--- config.mk ---
export PLATFORM = sky130hd
export DESIGN_NAME = pwm_shadow_gen
export DESIGN_NICKNAME = d
export VERILOG_FILES = /design/src/rtl/pwm_shadow_gen.sv
export SDC_FILE = /design/constraint.sdc
export NUM_CORES = 1
export LEC_CHECK = 0
export CAP_MARGIN = 20
export CORE_MARGIN = 1.5
export CORE_UTILIZATION = 40
export CTS_CLUSTER_DIAMETER = 50
export CTS_CLUSTER_SIZE = 24
export DETAILED_ROUTE_END_ITERATION = 6
export HOLD_SLACK_MARGIN = 0.02
export PLACE_DENSITY = 0.55
export SETUP_SLACK_MARGIN = 0.5
export SYNTH_ARGS = -nofsm -noshare
export SYNTH_HDL_FRONTEND = slang
export SYNTH_SLANG_ARGS = --single-unit
--- constraint.sdc ---
create_clock -name clk -period 9.8 [get_ports clk]
set_input_delay 1.96 -clock clk [delete_from_list [all_inputs] [get_ports clk]]
set_output_delay 1.96 -clock clk [all_outputs]
set_load 0.005 [all_outputs]
--- src/rtl/pwm_shadow_gen.sv ---
// PWM generator with a one-deep shadow register for duty/period/mode updates.
// Updates take effect only at a period boundary, so output periods are never truncated.
module pwm_shadow_gen #(
   parameter int WIDTH = 16
) (
   input  logic             clk,
   input  logic             rst_n,
   input  logic [WIDTH-1:0] duty_cycle,
   input  logic [WIDTH-1:0] period,
   input  logic             center_mode,
   input  logic             upd_valid,
   output logic             upd_ready,
   output logic             pwm_out,
   output logic             cycle_start
);

   localparam logic [WIDTH-1:0] ONE = {{(WIDTH-1){1'b0}}, 1'b1};

   logic [WIDTH-1:0] act_period_q, act_period_d;
   logic [WIDTH-1:0] act_duty_q, act_duty_d;
   logic             act_center_q, act_center_d;
   logic [WIDTH-1:0] pend_period_q, pend_period_d;
   logic [WIDTH-1:0] pend_duty_q, pend_duty_d;
   logic             pend_center_q, pend_center_d;
   logic             pend_full_q, pend_full_d;
   logic [WIDTH-1:0] cnt_q, cnt_d;
   logic             down_q, down_d;
   logic             pwm_q, pwm_d;
   logic             cs_q, cs_d;

   logic accept;
   logic per_zero;
   logic at_top;
   logic bnd;
   logic term;

   always_comb begin
      accept   = upd_valid && !pend_full_q;
      per_zero = (act_period_q == '0);
      at_top   = (cnt_q == act_period_q - ONE);
      bnd      = per_zero
               || (!act_center_q && at_top)
               || (act_center_q && down_q && (cnt_q == '0))
               || (act_center_q && (act_period_q == ONE));

      // The subtraction in the center compare only runs when duty < period, so it never wraps.
      if (per_zero || (act_duty_q == '0))
         term = 1'b0;
      else if (act_duty_q >= act_period_q)
         term = 1'b1;
      else if (act_center_q)
         term = (cnt_q >= act_period_q - act_duty_q);
      else
         term = (cnt_q < act_duty_q);

      act_period_d  = act_period_q;
      act_duty_d    = act_duty_q;
      act_center_d  = act_center_q;
      pend_period_d = pend_period_q;
      pend_duty_d   = pend_duty_q;
      pend_center_d = pend_center_q;
      pend_full_d   = pend_full_q;
      cnt_d         = cnt_q;
      down_d        = down_q;

      if (bnd && pend_full_q) begin
         act_period_d = pend_period_q;
         act_duty_d   = pend_duty_q;
         act_center_d = pend_center_q;
         pend_full_d  = 1'b0;
         cnt_d        = '0;
         down_d       = 1'b0;
      end else if (per_zero) begin
         cnt_d  = '0;
         down_d = 1'b0;
      end else if (!act_center_q) begin
         cnt_d  = at_top ? '0 : cnt_q + ONE;
         down_d = 1'b0;
      end else if (!down_q) begin
         // Turnaround ticks hold cnt so each extreme is visited twice.
         if (at_top) down_d = 1'b1;
         else        cnt_d  = cnt_q + ONE;
      end else begin
         if (cnt_q == '0) down_d = 1'b0;
         else             cnt_d  = cnt_q - ONE;
      end

      // A load needs pend_full set and an accept needs it clear, so they never collide.
      if (accept) begin
         pend_period_d = period;
         pend_duty_d   = duty_cycle;
         pend_center_d = center_mode;
         pend_full_d   = 1'b1;
      end

      pwm_d = term;
      cs_d  = !per_zero && (cnt_q == '0) && !down_q;
   end

   always_ff @(posedge clk or negedge rst_n) begin
      if (!rst_n) begin
         act_period_q  <= '0;
         act_duty_q    <= '0;
         act_center_q  <= 1'b0;
         pend_period_q <= '0;
         pend_duty_q   <= '0;
         pend_center_q <= 1'b0;
         pend_full_q   <= 1'b0;
         cnt_q         <= '0;
         down_q        <= 1'b0;
         pwm_q         <= 1'b0;
         cs_q          <= 1'b0;
      end else begin
         act_period_q  <= act_period_d;
         act_duty_q    <= act_duty_d;
         act_center_q  <= act_center_d;
         pend_period_q <= pend_period_d;
         pend_duty_q   <= pend_duty_d;
         pend_center_q <= pend_center_d;
         pend_full_q   <= pend_full_d;
         cnt_q         <= cnt_d;
         down_q        <= down_d;
         pwm_q         <= pwm_d;
         cs_q          <= cs_d;
      end
   end

   assign upd_ready   = !pend_full_q;
   assign pwm_out     = pwm_q;
   assign cycle_start = cs_q;

endmodule
**After elaboration in Yosys (flattened, before gate mapping)**

Cells that the tools add are included.

- Output and inout bits: 3
- Word-level logic and storage cells: 61
- Flip-flop bits (word level): 86
- Input bits: 36

- Multiplexer cells: 18
- Magnitude comparators: 3
- Reduce and logical (&&, ||, !) cells: 21
- Add/subtract/negate cells: 4
- Equality and inequality tests: 4

Operators by type and width:

| operator | count |
|---|---|
| $mux W16 | 7 |
| $logic_not A16 Y1 | 3 |
| $ge A16 B16 Y1 | 2 |
| $sub A16 B1 Y16 const B | 2 |
| $add A16 B1 Y16 const B | 1 |
| $eq A16 B1 Y1 const B | 1 |
| $eq A16 B16 Y1 | 1 |
| $lt A16 B16 Y1 | 1 |
| $sub A16 B16 Y16 | 1 |
| $mux W1 | 11 |
| $ne A5 B4 Y1 const B | 2 |
| $logic_and A1 B1 Y1 | 8 |
| $logic_not A1 Y1 | 4 |
| $logic_or A1 B1 Y1 | 4 |
| $reduce_and A2 Y1 | 1 |
| $reduce_bool A2 Y1 | 1 |

**Depth between registers and ports, before layout**

Gate-level depths: netlist of the first run.

- Depth after elaboration: 9
- Gate-level depth with buffers: 20
- Depth with buffers taken out: 20

**Worst setup path after synthesis of the first run**

Ideal clock, no wire load.

- Path type: reg2reg
- Start point: reg act_period_q[0]
- End point: reg pwm_q, in the netlist pwm_out
- Setup slack: 6.214 ns
- Buffers on the path: 0
- Data required time: 9.674 ns
- Stages on the path, launching flop included: 21
- Clock period less this slack: 3.586 ns
- Arrival: 3.461 ns
- Cells stage by stage: dfrtp_1 -> inv_1 -> ha_1 -> inv_1 -> fa_1 -> a21o_1 -> a21oi_1 -> o21a_1 -> o41ai_1 -> a21oi_1 -> o21ai_0 -> a21oi_1 -> xor2_1 -> ha_1 -> nand4_1 -> nor2_1 -> a21oi_1 -> o211ai_1 -> nand2_1 -> nand3_1 -> o311a_1

- Cells in the longest elaborated chain, start to end: 5
- Elaborated cells between the ends (all ways): 8
- Those cells by class: add/sub: 1; order compare: 2; mux: 3; reduce/logical: 2

Ends and longest elaborated chain:

| item | line | source |
|---|---|---|
| from (decl) | 19 | `logic [WIDTH-1:0] act_period_q, act_period_d;` |
| from (signal assigned) | 114 | `act_period_q <= act_period_d;` |
| $sub A16 B16 Y16 | 52 | `term = (cnt_q >= act_period_q - act_duty_q);` |
| $ge A16 B16 Y1 | 52 |  |
| $mux W1 | 51 | `else if (act_center_q)` |
| $mux W1 | 49 | `else if (act_duty_q >= act_period_q)` |
| $mux W1 * | 47 | `if (per_zero \|\| (act_duty_q == '0))` |
| named net pwm_d | 28 | `logic pwm_q, pwm_d;` |
| to (signal assigned) | 123 | `pwm_q <= pwm_d;` |
| to (decl) | 28 |  |

Mark *: on every way through the listed nets, which the timed path passes. The rest lies on a longest branch.
A chain may end at the register's enable or synchronous reset.

**Final worst setup path of the first run**

Same ends and word-level chain as after synthesis.

==> results of run 1 <==
[worst max path at each step]
stage / endpoint
after floorplan: pwm_out
after global placement: pwm_out
after detailed placement: pwm_out
after CTS: pwm_out
after global routing: pwm_out
final: pwm_out
[power breakdown]
part	internal (mW)	switching [mW]	total [mW]
Sequential	0.500	0.197	0.697
Combinational	0.564	0.596	1.16
Clock	0.212	0.143	0.356
[stage by stage]
step | area (um2) | util | setup WS, ns | total power, mW
2_1_floorplan | 5830 | - | 6.21 | 1.56
3_3_place_gp | 6360 | 0.453 | 5.89 | 1.84
3_5_place_dp | 6360 | 0.453 | 5.77 | 1.85
4_1_cts | 6670 | 0.475 | 5.74 | 2.22
5_1_grt | 6690 | 0.477 | 5.41 | 2.43
6_report | 6690 | 0.477 | 5.72 | 2.21
[routing by layer]
| layer | up-vias | global-route usage | wire (um) |
|---|---|---|---|
| li1 | 2188 | - | - |
| met1 | 2229 | 0.280 | 6720 |
| met2 | 125 | 0.325 | 6490 |
| met3 | 21 | 0.0394 | 795 |
| met4 | 0 | 0.0761 | 343 |
| met5 | - | 0 | 0 |
[sequential cells by signal, summed over array words and instances, names as in the netlist]
register and cells:
act_duty_q 16, act_period_q 16, cnt_q 16, pend_duty_q 16, pend_period_q 16, act_center_q 1, cycle_start 1, down_q 1
pend_center_q 1, pend_full_q 1, pwm_out 1
[synthesized netlist by cell type (6+ instances only)]
cell and number:
dfrtp_1 86, mux2_2 66, ha_1 52, nand2_1 34
inv_1 30, nor2_1 30, a21oi_1 29, xnor2_1 20
clkbuf_1 15, nor3_1 15, xor2_1 14, nand2b_1 12
nor4_1 12, a21o_1 11, nand4_1 11, o211ai_1 11
nand3_1 8, o21ai_0 8, or4_1 8, nor2b_1 6
o31ai_1 6, o41ai_1 6, or4b_2 6
[final cells by class]
class                      count  area, um2
tap                          180        225
timing repair buffer          42        428
inverter                      30        113
sequential                    86       2150
fill                        1316       7350
multi-input combinational    433       3470
clock buffer                  12        256
clock inverter                 4       53.8
[worst reg2reg max path, stage by stage (launching register included)]
cell	delay, ns
dfrtp_1	0.44
inv_1	0.11
ha_1	0.22
inv_1	0.07
fa_1	0.19
a21o_1	0.12
a21oi_1	0.10
o21a_1	0.21
o41ai_1	0.70
a21oi_1	0.19
o21ai_0	0.19
a21oi_1	0.10
xor2_1	0.15
ha_1	0.29
nand4_1	0.12
nor2_1	0.08
a21oi_1	0.13
o211ai_1	0.10
nand2_1	0.08
nand3_1	0.09
o311a_1	0.30
[cells by family after synthesis]
family                     Yosys count
and+or+nand+nor                    165
AOI/OAI and AO/OA                  112
DFF                                 86
muxes                               69
buffers and inverters               55
adders and majority gates           53
xor gates and xnor gates            34
[placed cells by master, fill, tap and decap left out, types with 4 or more instances in the layout]
| cell type | Yosys | routed |
|---|---|---|
| a21o_1 | 11 | 11 |
| a21oi_1 | 29 | 29 |
| a31oi_1 | 4 | 4 |
| and3_1 | 4 | 4 |
| buf_4 | 2 | 4 |
| clkbuf_16 | 0 | 9 |
| clkdlybuf4s50_1 | 0 | 37 |
| dfrtp_1 | 86 | 86 |
| ha_1 | 52 | 52 |
| inv_1 | 30 | 30 |
| mux2_2 | 66 | 66 |
| nand2_1 | 34 | 34 |
| nand2b_1 | 12 | 12 |
| nand3_1 | 8 | 8 |
| nand4_1 | 11 | 11 |
| nor2_1 | 30 | 30 |
| nor2b_1 | 6 | 5 |
| nor3_1 | 15 | 15 |
| nor4_1 | 12 | 12 |
| o211ai_1 | 11 | 11 |
| o21a_1 | 4 | 4 |
| o21ai_0 | 8 | 8 |
| o31ai_1 | 6 | 6 |
| o41ai_1 | 6 | 6 |
| or4_1 | 8 | 8 |
| or4b_2 | 6 | 6 |
| xnor2_1 | 20 | 20 |
| xor2_1 | 14 | 14 |
==> metrics, run 1 <==
Synth Warn #=0; Die W=124 um; Antenna diodes=0; Syn Area/Cell=10.2 um2; FFs w/ async S/R, synth=1.00; post-synth top area cell=dfrtp_1; GR Overflow Total=0; H-tree lvl count=3; worst hold path startpoint=pend_period_q[10]; post-synthesis register bit count=86; post-synthesis instance total=574; Reg2Reg Depth=20; WP data required=10.03 ns; EDFF count, synth=0; clock root buffer=clkbuf_16; power per cell area=331 nW/um2; Total Neg Setup Slack=0 ns; largest family of logic cells by synthesized area=simple AND/OR/NAND/NOR gates; max-slew violations=0; RSZ-0062 raised after global routing=false; top post-synthesis cells by area=dfrtp_1 37%, mux2_2 13%, ha_1 11%; Synth Flop Type=dfrtp_1; Hold EP=pend_period_q[10]; Final setup viols=0; post-synthesis net count=663; critical path's slowest cell=o41ai_1; compound-cell area share of the yosys netlist=0.135; Final Wtd Congestion=0.888; total wire length=14300 um; CTS tree=done; first-pass GRT wire length=23700 um; vias per inst=5.80; Syn-to-layout area delta=14.9%; CP startpoint=act_period_q[0]; Worst Hold Path Cells=1; clk buf depth=2; initial antenna violation count=0; Leak=2.97 nW; CP arrival=4.31 ns; Die Ht=124 um; Worst Skew=0.00998 ns; worst-path fanout max=6; Critical Path Stages=20; Vias=4563; mux contribution to synthesized area=0.133; hpwl dp=10700 um; xor/xnor cell area share of the yosys netlist=0.0511; IO buf count=38; 1st-pass router iterations=5; placed insts=770; drc violations=0; Worst setup EP type=flop; status=completed; Routed Antenna Nets=0; Clk Latency, worst-skew pair=0.35 ns; count of non-filler cells in the finished layout=787; core footprint=14000 um2; Min-Delay Path Class=reg -> reg; adder-cell share of the synthesized area=0.115; reg2reg setup slack=5.72 ns; num rows=43; layout cells sized above 1=0.168; Unique masters post-synth=65; NumNets Final=691; final period utilization=0.416; Post-Syn Area=5830 um2; top-area cell type share of the netlist area=0.369; Setup Fix Bufs, Post-CTS=0; Worst-path clk slew=0.06 ns; Crit Path Class=reg -> reg; GRT Total Usage=0.206; Post-CTS Hold Fix Bufs=0; Max Cap Viol=0; Resize count post-CTS=0; CP startpoint kind=flop; sequential area share after synthesis=0.369; Routed WL per cell=18.2 um; peak supply drop=0.169 mV; max_slew headroom=0.348; 1st-iter DRT viols=335; Simple-Gate Fraction of Synth Area=0.156; CP Buf/Inv Count=2; Fmax achieved=0.245 GHz; Worst Tran Pin Value=0.976 ns; IO Count=39; initial core utilization=0.415; reg2reg end=pwm_out; CP Cell Sequence=inv_1, ha_1, inv_1, fa_1, a21o_1, a21oi_1, o21a_1, o41ai_1, a21oi_1, o21ai_0, a21oi_1, xor2_1, ha_1, nand4_1, nor2_1, a21oi_1, o211ai_1, nand2_1, nand3_1, o311a_1; die area=15300 um2; most used cell, CP=a21oi_1; Critical R2R Launch=act_period_q[0]; worst hold slack=0.503 ns; Final Critical Period=4.08 ns; max incr delay on CP=0.70 ns; Clock Sinks=86; largest net degree at the start of global routing=87; delay-heaviest family, CP=compound AO/OA/AOI/OAI gates; Num CTS Buffers=9; vias in the first global route=4372; Fin. Hold Viols=0
No activity file was read; power rests on OpenSTA's default activity.
==> run 2: changes to the inputs <==
- PLACE_DENSITY: 0.55 -> 0.57
- clock period: 9.8 -> 3.7 ns (I/O delays scaled with it)
==> metrics, run 2 (synthesized netlist as in run 1, its figures left out) <==
Fin. Hold Viols=0; worst-path fanout max=3; Vias=4759; final period utilization=0.949; CTS tree=done; GRT Total Usage=0.233; most used cell, CP=a21oi_2; IO buf count=38; Routed Antenna Nets=0; Syn-to-layout area delta=27.5%; max_slew headroom=0.424; CP Cell Sequence=inv_2, ha_1, inv_1, fa_2, a21o_1, a21oi_2, o21a_1, o41ai_4, a21oi_2, o21ai_2, a21oi_2, xor2_1, ha_1, nand4_1, nor2_1, a21oi_1, o211ai_1, nand2_1, nand3_1, o311a_1; Leak=3.32 nW; fill count=1264; Worst-path clk slew=0.06 ns; drc violations=0; H-tree lvl count=3; leading cell types in the layout, fill and taps excluded=84 x dfrtp_1, 66 x mux2_2, 51 x ha_1, 37 x clkdlybuf4s50_1, 37 x buf_4; fin worst setup slack=0.190 ns; NumNets Final=735; critical path's slowest cell=dfrtp_1; worst hold slack=0.461 ns; CP startpoint kind=flop; Max Cap Viol=0; Worst setup EP type=flop; GR Overflow Total=0; vias in the first global route=4817; 1st-iter DRT viols=409; 1st-pass router iterations=5; Crit Path Class=reg -> reg; CP Buf/Inv Count=2; Worst Skew=0.00675 ns; delay-heaviest family, CP=compound AO/OA/AOI/OAI gates; WP data required=3.93 ns; status=completed; Final Critical Period=3.51 ns; max-slew violations=0; setup slack at placement=0.124 ns; Clk Latency, worst-skew pair=0.35 ns; CP arrival=3.74 ns; power per cell area=874 nW/um2; IO Count=39; die area=15300 um2; Antenna diodes=0; Worst Tran Pin Value=0.861 ns; RSZ-0062 raised after global routing=true; max incr delay on CP=0.39 ns; largest net degree at the start of global routing=61; Num CTS Buffers=9; clk buf depth=2; Fmax achieved=0.285 GHz; Final setup viols=0; Routed WL per cell=19.6 um; vias per inst=5.73; clock root buffer=clkbuf_16; peak supply drop=0.435 mV; initial antenna violation count=0; Die W=124 um; num rows=43; first-pass GRT wire length=26300 um; total wire length=16300 um; Final Wtd Congestion=0.925; Post-CTS Hold Fix Bufs=0; Die Ht=124 um; hpwl dp=11400 um; Min-Delay Path Class=in -> async; Clock Sinks=86; initial core utilization=0.415; core footprint=14000 um2; layout cells sized above 1=0.284; leading cell type in the layout, fill and taps excluded=dfrtp_1
[run 2: repair_timing]
| item | in CTS | in global routing |
|---|---|---|
| cloned | 5 | 0 |
| setup endpoints to repair | 52 | 51 |
| resized for setup | 25 | 31 |
| setup buffers | 14 | 8 |
| pin swaps | 26 | 16 |
[run 2: routing by layer]
layer	up-vias	part of all wire	wire [um]	track usage
li1	2272	-	-	-
met1	2326	0.47	7670	0.327
met2	133	0.46	7460	0.356
met3	28	0.042	689	0.0302
met4	0	0.029	476	0.107
met5	-	0	0	0
[run 2: metrics by stage]
stage | utilization | setup TNS (ns) | cells | power [mW] | instance area, um2
after floorplan | - | 0 | 574 | 4.18 | 5850
after CTS | 0.510 | 0 | 823 | 6.30 | 7160
final | 0.529 | 0 | 831 | 6.50 | 7430
after global placement | 0.465 | 0 | 788 | 5.06 | 6540
after detailed placement | 0.465 | 0 | 788 | 5.13 | 6540
after global routing | 0.529 | -0.0821 | 831 | 7.06 | 7430
[run 2: final cells by class]
class	instances	area [um2]	area share
sequential	86	2150	0.290
clock buffer	9	225	0.0303
timing repair buffer	85	875	0.118
inverter	30	113	0.0152
clock inverter	7	80.1	0.0108
multi-input combinational	434	3760	0.506
tap	180	225	0.0303
[run 2: path summary, 6_finish.rpt]
path | from | endpoint | slack, ns | cells past startpoint
hold / removal | rst_n | pend_period_q[4] | 0.46 | 1
setup reg to reg | act_period_q[0] | pwm_out | 0.19 | 20
min in group clk | pend_period_q[3] | pend_period_q[3] | 0.50 | 1
max in group asynchronous | rst_n | act_duty_q[10] | 2.49 | 2
hold reg to reg | pend_period_q[3] | pend_period_q[3] | 0.50 | 1
setup / recovery | act_period_q[0] | pwm_out | 0.19 | 20
[run 2: power by group]
group	internal, mW	total (mW)	switching, mW
Sequential	1.33	1.73	0.403
Clock	0.531	0.927	0.396
Combinational	1.85	3.84	1.99
==> run 3: changes to the inputs <==
- CELL_PAD_IN_SITES_DETAIL_PLACEMENT: not set -> 1
- CELL_PAD_IN_SITES_GLOBAL_PLACEMENT: not set -> 2
- CORE_UTILIZATION: 40 -> 35
- PLACE_DENSITY: 0.57 -> 0.73
==> metrics, run 3 (synthesized netlist as in run 1, its figures left out) <==
RSZ-0062 raised after global routing=true; vias in the first global route=5105; Leak=3.28 nW; final period utilization=0.961; NumNets Final=729; Total Neg Setup Slack=0 ns; Max Cap Viol=0; largest net degree at the start of global routing=55; CP startpoint kind=flop; Final setup viols=0; Antenna diodes=0; CP startpoint=act_period_q[0]; power per cell area=882 nW/um2; hpwl dp=13200 um; Worst setup EP type=flop; total wire length=18000 um; layout cells sized above 1=0.279; Die Ht=132 um; Fmax achieved=0.281 GHz; peak supply drop=0.390 mV; setup slack at placement=0.0802 ns; met3 GRT Util=0.0227; IO buf count=38; sw frac=0.447; Clock power frac=0.143; leading cell types in the layout, fill and taps excluded=82 x dfrtp_1, 66 x mux2_2, 50 x ha_1, 37 x clkdlybuf4s50_1, 30 x buf_4; first-pass GRT wire length=28600 um; Num CTS Buffers=9; IO Count=39; Reg2Reg Depth=20; reg2reg end=pwm_out; Vias=4775; Clock Sinks=86; drc violations=0; Final Critical Period=3.55 ns; met2 GRT Util=0.344; internal power=3.63 mW; clock root buffer=clkbuf_16; met1 usage=0.286; max_slew headroom=0.366; CP arrival=3.79 ns; die area=17400 um2; initial core utilization=0.363; fin worst setup slack=0.145 ns; Fin. Hold Viols=0; num rows=46; Clk Latency, worst-skew pair=0.36 ns; Crit Path Class=reg -> reg; 1st-iter DRT viols=338; Switching Power=2.93 mW; CTS tree=done; max-slew violations=0; worst-path fanout max=3; leading cell type in the layout, fill and taps excluded=dfrtp_1; Worst Tran Pin Value=0.942 ns; initial antenna violation count=0; Seq pwr share=0.265; Min-Delay Path Class=in -> async; Worst Skew=0.0121 ns; Critical R2R Launch=act_period_q[0]; GRT Total Usage=0.210; clk buf depth=2; status=completed; Die W=132 um; WP data required=3.94 ns; Post-CTS Hold Fix Bufs=0; H-tree lvl count=3; Final Wtd Congestion=0.946; Syn-to-layout area delta=27.7%; GR Overflow Total=0; reg2reg setup slack=0.15 ns; Routed Antenna Nets=0; global route hottest layer=met2; Worst-path clk slew=0.07 ns; core footprint=16100 um2; 1st-pass router iterations=4; combinational share of power=0.591; vias per inst=5.55; Routed WL per cell=20.9 um
-- run 3: cell types whose count changed in the layout (fill, tap and decap cells not counted), sizes merged --
cell      before  now
clkinvlp       1    0
buf           46   38
clkbuf        10   12
bufinv         1    0
inv           32   34
-- run 3: layer usage --
metal,vias to the layer above,wire length (um),share of wire
met2,82,8660,0.48
li1,2254,-,-
met5,-,0,0
met4,0,230,0.013
met3,14,576,0.032
met1,2425,8550,0.47
-- run 3: power by group through the flow --
stage	Combinational, mW	Clock, mW	Sequential [mW]
after floorplan	2.60	0	1.58
after global placement	3.47	0	1.73
after detailed placement	3.55	0	1.75
after CTS	3.66	0.969	1.73
after global routing	4.32	1.00	1.81
final	3.88	0.940	1.74
-- run 3: worst max-delay path: stages, from the launching register on --
cell,delay (ns)
dfrtp_1,0.39
inv_2,0.12
ha_4,0.16
inv_2,0.04
fa_2,0.35
a21o_1,0.20
a21oi_4,0.16
o21a_1,0.21
o41ai_4,0.09
a21oi_2,0.18
o21ai_1,0.10
a21oi_1,0.18
xor2_1,0.16
ha_1,0.25
nand4_1,0.11
nor2_2,0.06
a21oi_1,0.11
o211ai_1,0.10
nand2_1,0.09
nand3_2,0.07
o311a_1,0.30
-- run 3: final cells by class --
class | instances | area [um2]
Multi-Input combinational cell | 434 | 3760
Tap cell | 216 | 270
Sequential cell | 86 | 2160
Timing Repair Buffer | 79 | 832
Inverter | 30 | 113
Clock inverter | 7 | 86.3
Clock buffer | 9 | 225
Fill cell | 1707 | 8620
-- run 3: worst max path at each step --
stage          slack (ns)  endpoint  cells after the start
3_5_place_dp         0.08   pwm_out                     19
4_1_cts              0.13   pwm_out                     19
2_1_floorplan        0.37   pwm_out                     20
6_report             0.15   pwm_out                     20
5_1_grt             -0.07   pwm_out                     20
3_3_place_gp         0.15   pwm_out                     19
-- run 3: what timing repair did --
item / CTS / global route
resized for setup: 3 / 66
setup buffers: 2 / 11
pin swaps: 3 / 9
gates cloned: 2 / 1
setup endpoints to repair: 52 / 52
-- run 3: per-stage QoR --
step / utilization / power [mW] / hold slack [ns] / cells / area, um2
after floorplan: - / 4.18 / 0.444 / 574 / 5850
after global placement: 0.412 / 5.20 / 0.490 / 829 / 6620
after CTS: 0.436 / 6.36 / 0.439 / 849 / 7000
after detailed placement: 0.412 / 5.30 / 0.496 / 829 / 6620
after global routing: 0.463 / 7.13 / 0.456 / 861 / 7440
final: 0.463 / 6.56 / 0.416 / 861 / 7440
